File: src/rtl/unified_mem_arbiter.sv
// Shares one single-ported unified memory between instruction fetch and
// load/store. Data requests win by default; a pending fetch is forced through
// after STARVE_MAX consecutive data wins. Each access is sequenced through a
// fixed-latency IDLE -> ISSUE -> WAIT -> DONE walk. All outputs are registered.
module unified_mem_arbiter #(
    parameter int MEM_LAT    = 1,   // cycles from mem_en to valid mem_rdata, 1..15
    parameter int STARVE_MAX = 4    // data wins over a pending fetch before fetch is forced, 1..15
) (
    input  logic        clk,
    input  logic        rst,
    input  logic        if_req,
    input  logic [31:0] if_addr,
    input  logic        if_flush,
    output logic [31:0] if_rdata,
    output logic        if_valid,
    input  logic        d_req,
    input  logic        d_we,
    input  logic [1:0]  d_size,
    input  logic [31:0] d_addr,
    input  logic [31:0] d_wdata,
    output logic [31:0] d_rdata,
    output logic        d_valid,
    output logic        mem_en,
    output logic        mem_we,
    output logic [1:0]  mem_size,
    output logic [31:0] mem_addr,
    output logic [31:0] mem_wdata,
    input  logic [31:0] mem_rdata,
    output logic        busy
);

    typedef enum logic [1:0] {
        IDLE  = 2'd0,
        ISSUE = 2'd1,
        WAIT  = 2'd2,
        DONE  = 2'd3
    } state_t;

    localparam logic       GRANT_FETCH = 1'b0;
    localparam logic       GRANT_DATA  = 1'b1;
    localparam logic [3:0] LAT_LOAD    = 4'(MEM_LAT - 1);
    localparam logic [3:0] STARVE_LIM  = 4'(STARVE_MAX);

    state_t      state_reg, state_next;
    logic        grant_reg, grant_next;
    logic [3:0]  starve_cnt_reg, starve_cnt_next;
    logic [3:0]  lat_cnt_reg, lat_cnt_next;
    logic        flush_pend_reg, flush_pend_next;
    logic        mem_en_reg, mem_en_next;
    logic        mem_we_reg, mem_we_next;
    logic [1:0]  mem_size_reg, mem_size_next;
    logic [31:0] mem_addr_reg, mem_addr_next;
    logic [31:0] mem_wdata_reg, mem_wdata_next;
    logic [31:0] if_rdata_reg, if_rdata_next;
    logic [31:0] d_rdata_reg, d_rdata_next;
    logic        if_valid_reg, if_valid_next;
    logic        d_valid_reg, d_valid_next;
    logic        busy_reg, busy_next;

    // Arbitration: data wins unless the fetch has been starved to the limit.
    // A forced fetch that is flushed in the same cycle leaves nobody granted.
    logic data_win;
    logic fetch_win;
    assign data_win  = d_req && !(if_req && (starve_cnt_reg == STARVE_LIM));
    assign fetch_win = !data_win && if_req && !if_flush;

    // State and output registers with synchronous reset.
    always_ff @(posedge clk) begin
        if (rst) begin
            state_reg      <= IDLE;
            grant_reg      <= GRANT_FETCH;
            starve_cnt_reg <= '0;
            lat_cnt_reg    <= '0;
            flush_pend_reg <= 1'b0;
            mem_en_reg     <= 1'b0;
            mem_we_reg     <= 1'b0;
            mem_size_reg   <= '0;
            mem_addr_reg   <= '0;
            mem_wdata_reg  <= '0;
            if_rdata_reg   <= '0;
            d_rdata_reg    <= '0;
            if_valid_reg   <= 1'b0;
            d_valid_reg    <= 1'b0;
            busy_reg       <= 1'b0;
        end else begin
            state_reg      <= state_next;
            grant_reg      <= grant_next;
            starve_cnt_reg <= starve_cnt_next;
            lat_cnt_reg    <= lat_cnt_next;
            flush_pend_reg <= flush_pend_next;
            mem_en_reg     <= mem_en_next;
            mem_we_reg     <= mem_we_next;
            mem_size_reg   <= mem_size_next;
            mem_addr_reg   <= mem_addr_next;
            mem_wdata_reg  <= mem_wdata_next;
            if_rdata_reg   <= if_rdata_next;
            d_rdata_reg    <= d_rdata_next;
            if_valid_reg   <= if_valid_next;
            d_valid_reg    <= d_valid_next;
            busy_reg       <= busy_next;
        end
    end

    // Next-state and next-output logic. Outputs are computed one cycle ahead
    // so that each registered output is correct in the state it belongs to.
    always_comb begin
        state_next      = state_reg;
        grant_next      = grant_reg;
        starve_cnt_next = starve_cnt_reg;
        lat_cnt_next    = lat_cnt_reg;
        flush_pend_next = flush_pend_reg;
        mem_en_next     = 1'b0;
        mem_we_next     = mem_we_reg;
        mem_size_next   = mem_size_reg;
        mem_addr_next   = mem_addr_reg;
        mem_wdata_next  = mem_wdata_reg;
        if_rdata_next   = if_rdata_reg;
        d_rdata_next    = d_rdata_reg;
        if_valid_next   = 1'b0;
        d_valid_next    = 1'b0;

        case (state_reg)
            IDLE: begin
                flush_pend_next = 1'b0;
                if (data_win) begin
                    grant_next     = GRANT_DATA;
                    mem_en_next    = 1'b1;
                    mem_we_next    = d_we;
                    mem_size_next  = d_size;
                    mem_addr_next  = d_addr;
                    mem_wdata_next = d_wdata;
                    state_next     = ISSUE;
                    if (if_req && (starve_cnt_reg < STARVE_LIM)) begin
                        starve_cnt_next = starve_cnt_reg + 4'd1;
                    end
                end else if (fetch_win) begin
                    grant_next      = GRANT_FETCH;
                    mem_en_next     = 1'b1;
                    mem_we_next     = 1'b0;
                    mem_size_next   = 2'b00;
                    mem_addr_next   = if_addr;
                    mem_wdata_next  = '0;
                    starve_cnt_next = '0;
                    state_next      = ISSUE;
                end
            end
            ISSUE: begin
                if (grant_reg == GRANT_FETCH && if_flush) begin
                    flush_pend_next = 1'b1;
                end
                lat_cnt_next = LAT_LOAD;
                state_next   = WAIT;
            end
            WAIT: begin
                if (grant_reg == GRANT_FETCH && if_flush) begin
                    flush_pend_next = 1'b1;
                end
                if (lat_cnt_reg == 4'd0) begin
                    state_next = DONE;
                    if (grant_reg == GRANT_DATA) begin
                        d_rdata_next = mem_we_reg ? 32'h0 : mem_rdata;
                        d_valid_next = 1'b1;
                    end else begin
                        // A flush arriving in this last WAIT cycle must also
                        // suppress the pulse, since if_valid is registered.
                        if_rdata_next = mem_rdata;
                        if_valid_next = !(flush_pend_reg || if_flush);
                    end
                end else begin
                    lat_cnt_next = lat_cnt_reg - 4'd1;
                end
            end
            DONE: begin
                flush_pend_next = 1'b0;
                state_next      = IDLE;
            end
            default: begin
                state_next = IDLE;
            end
        endcase

        busy_next = (state_next != IDLE);
    end

    assign if_rdata  = if_rdata_reg;
    assign if_valid  = if_valid_reg;
    assign d_rdata   = d_rdata_reg;
    assign d_valid   = d_valid_reg;
    assign mem_en    = mem_en_reg;
    assign mem_we    = mem_we_reg;
    assign mem_size  = mem_size_reg;
    assign mem_addr  = mem_addr_reg;
    assign mem_wdata = mem_wdata_reg;
    assign busy      = busy_reg;

endmodule

File: config.mk
export PLATFORM = sky130hd
export DESIGN_NAME = unified_mem_arbiter
export DESIGN_NICKNAME = d
export VERILOG_FILES = /design/src/rtl/unified_mem_arbiter.sv
export SDC_FILE = /design/constraint.sdc
export NUM_CORES = 1
export LEC_CHECK = 0
export BUFFER_PORTS_ARGS = -buffer_cell sky130_fd_sc_hd__buf_2
export CORE_UTILIZATION = 46
export CTS_CLUSTER_DIAMETER = 200
export CTS_CLUSTER_SIZE = 8
export DETAILED_ROUTE_END_ITERATION = 10
export MAX_ROUTING_LAYER = met4
export PLACE_DENSITY = 0.78
export REMOVE_ABC_BUFFERS = 1
export SLEW_MARGIN = 25
export SYNTH_ARGS = -nofsm -noshare
export SYNTH_HDL_FRONTEND = slang
export SYNTH_SLANG_ARGS = --single-unit
File: constraint.sdc
create_clock -name clk -period 1.85 [get_ports clk]
set_input_delay 0.2775 -clock clk [delete_from_list [all_inputs] [get_ports clk]]
set_output_delay 0.2775 -clock clk [all_outputs]
set_load 0.02 [all_outputs]
==> key figures <==
Routing
  • Via density: 5.48
  • Drt first pass iters: 5
  • ANT nets after route: 0
  • Drt drc: 0
  • Avg WL per Cell: approximately 17 microns
  • Iteration-0 DRC Markers: between 400 and 500
  • Vias: approximately 5,400
  • Detailed Route WL: about 17 mm

Worst setup path
  • CP Launch Type: flip-flop
  • Critical Path AT: about 2.2 ns
  • CP endpoint kind: flip-flop
  • Setup CP Type: flip-flop to flip-flop
  • Crit Path Max Fanout: 18
  • R2r worst-path depth: 7
  • R2r setup slk: about 0.026 ns
  • Critical Path RT: 2.20 ns

STA
  • Relative slew slack: between 60% and 70%
  • Actual slew at the worst max-slew pin: around 0.55 ns
  • Final period utilization: 98.6%
  • PnR worst setup slack: 0.0264 ns
  • Hold Vio Cnt, Final: 0
  • Layout Skew: 0.00966 ns
  • Max Fclk: about 550 MHz
  • WHS: 0.0639 ns
  • Final period demand of the worst path: ~1.8 ns
  • Fin. max-slew vios: 0
  • RSZ-0062 raised after global routing: true
  • Final setup vio count: 0

Placed design
  • RePlAce Congestion: about 0.9
  • Cell Area, Placed: a little over 7000 sq um
  • PortBufs: 270
  • HPWL Detailed: between 10 and 15 mm
  • DP Worst Slack: -0.155 ns

Floorplanning
  • Chip Height: 113 microns
  • Die Footprint: 12,700 sq um
  • Die Wd: ~110 microns
  • Ports: 271
  • Initial core utilization: 47.1%
  • Cell Rows: 40
  • Area of the core: around 12,000 sq um

Power
  • Power Internal: 7.85 mW
  • Pwr dens: roughly 1500 nW/um^2
  • Clock power frac: 29.2%
  • Gate power share: 35.9%
  • Sw frac: between 30% and 40%
  • Leak: 3.69 nW
  • Peak VDD IR: slightly below 0.0009 V
  • Net switching power: roughly 4.3 mW
  • Pwr Total: between 10 and 15 mW
  • Sequential Power Share: a little over a third

Clocking
  • CTS Buf Count: 17
  • Root buf cell: clkbuf_16
  • CTS sink cnt: between 100 and 150
  • Hold-fix buffers, CTS: 0
  • Clk slew on worst S/H paths: ~0.06 ns
  • TritonCTS clock tree: yes
  • CTS HTree Levels: 4
  • CTS Buffer Depth: 2
  • Clk_lat worst skew: 0.42 ns

Global route
  • First-pass GRT wire length: approximately 26 mm
  • Vias in the first global route: between 5,000 and 6,000
  • Gr ovfl total: 0
  • Initial antenna violation count: 0
  • GRT Total Usage: between 20% and 30%
  • Pin count of the biggest net entering global routing: 37

Hold path
  • Worst hold path type: input pin to flip-flop
  • Hold path cells: 2

Synth
  • Compound-Gate Fraction of Synth Area: between 20% and 30%
  • Fraction of the mapped netlist area in adder cells: 1.56%
  • Cell variety after synth: 41
  • Post-Synth XOR/XNOR Area: 0%
  • Sequential area share after synthesis: 52.3%
  • Synthesis Warnings: 0
  • Post-synthesis simple-gate area fraction: 14.1%
  • Post-Syn Area: 5630 sq um
  • Cells after Synth: 565
  • Largest family of logic cells by synthesized area: compound AO/OA/AOI/OAI gates
  • Syn Area/Cell: 9.96 sq um
  • Ranking of synthesized cells by area: dfxtp_1, a22o_1, a311oi_2
  • Number of synthesized register bits: around 150
  • Multiplexer share of the synthesized area: 0.356%
  • Yosys top cell area share: a little over half
  • Largest area contributor in the netlist: dfxtp_1

Flow run
  • Max-Cap Viols: 0

Layout
  • Fraction of layout cells with a size suffix above 1: about 44%
  • Nets: 975
  • Area delta synth->final: 40.5%
  • Antenna Cells: 0
  • Post-Layout Inst Area: 7910 sq um

Run status
  • Outcome: complete, no violations
-- synth_stat cells --
master / number
nand4b_2: 1
a211oi_1: 1
mux2i_1: 2
and3b_1: 2
ha_1: 7
nor3_2: 1
nor2b_1: 1
a21o_1: 1
a311oi_2: 30
a211o_1: 1
buf_6: 4
a22o_1: 67
o21ai_1: 1
buf_2: 24
nor2_1: 7
nand4b_1: 2
o21a_1: 1
nand2_2: 1
clkbuf_1: 18
nand3_1: 34
nor3b_1: 1
dfxtp_1: 147
and2_1: 2
nand2b_1: 5
and4bb_2: 1
o22ai_4: 1
o21ai_0: 2
buf_1: 3
nand2_1: 101
nand4_1: 2
nor3b_4: 1
inv_1: 11
or3_1: 1
o31ai_1: 1
nor3_1: 3
and4b_4: 1
a21oi_1: 71
or4_1: 1
nor4_1: 1
a21oi_4: 1
a311oi_1: 2
-- cell usage in the layout, fill, tap and decap left out, drive strengths merged, types with 3 or more instances in the layout --
master    n
buf     295
dfxtp   147
nand2   102
a21oi    73
a22o     67
nand3    34
a311oi   32
clkbuf   22
inv      12
nor2      7
ha        7
nand2b    5
clkinv    4
bufinv    4
nor3      4
o21ai     3
nand4b    3
-- worst paths after layout --
path	to	startpoint
hold / removal	mem_wdata[3]	d_wdata[3]
hold reg to reg	if_valid	flush_pend_reg
setup reg to reg	mem_wdata[6]	starve_cnt_reg[0]
setup / recovery	mem_wdata[6]	starve_cnt_reg[0]
-- routing by layer --
layer | share of wire [%] | track usage (%) | routed length, microns | vias up
met5 | 0 | - | 0 | -
met4 | 2.1 | 11.5 | 352 | 0
met3 | 7.9 | 7.83 | 1320 | 29
met2 | 51 | 46.0 | 8510 | 265
met1 | 39 | 29.7 | 6540 | 2551
li1 | - | - | - | 2587
-- timing repair --
action | in CTS | in global routing
endpoints found under the setup margin | 36 | 34
buffers inserted | 0 | 3
gates cloned | 1 | 1
resized for setup | 3 | 7
pin swaps | 2 | 18
endpoints found under the hold margin | 0 | 0
-- kinds of logic after synthesis --
kind of cell,after synthesis
fa+ha+maj,7
flops,147
buf+inv,60
mux,2
simple gates,169
compound gates,180
-- per-stage QoR --
stage	instances	TNS (ns)	util, %
6_report	991	0	66.1
5_1_grt	991	-0.984	66.1
4_1_cts	987	0	65.4
3_5_place_dp	955	-4.87	60.2
3_3_place_gp	955	-1.97	60.2
2_1_floorplan	516	-78.60	-
-- worst max-delay path, stage by stage (launching register included) --
cell	delay, ns
dfxtp_1	0.31
inv_1	0.08
ha_1	0.18
and4b_4	0.27
o22ai_4	0.08
buf_4	0.16
a21oi_4	0.44
a22o_1	0.24
-- area by class of cell --
cell class / count / area (sq um)
fill: 967 / 4050
sequential: 147 / 2940
multi-input combinational: 359 / 2460
timing repair buffer: 296 / 1680
clock buffer: 21 / 450
tap: 147 / 184
clock inverter: 10 / 156
inverter: 11 / 41.3
-- power groups by stage --
| stage | logic [mW] | registers (mW) | clock network, mW |
|---|---|---|---|
| global route | 4.70 | 4.31 | 3.76 |
| finish | 4.38 | 4.25 | 3.56 |
| detailed placement | 4.19 | 4.29 | 0 |
| floorplan | 1.82 | 5.02 | 0 |
| CTS | 4.26 | 4.24 | 3.61 |
| global placement | 4.09 | 4.27 | 0 |
Note: power is estimated with default switching activity, not from simulation.
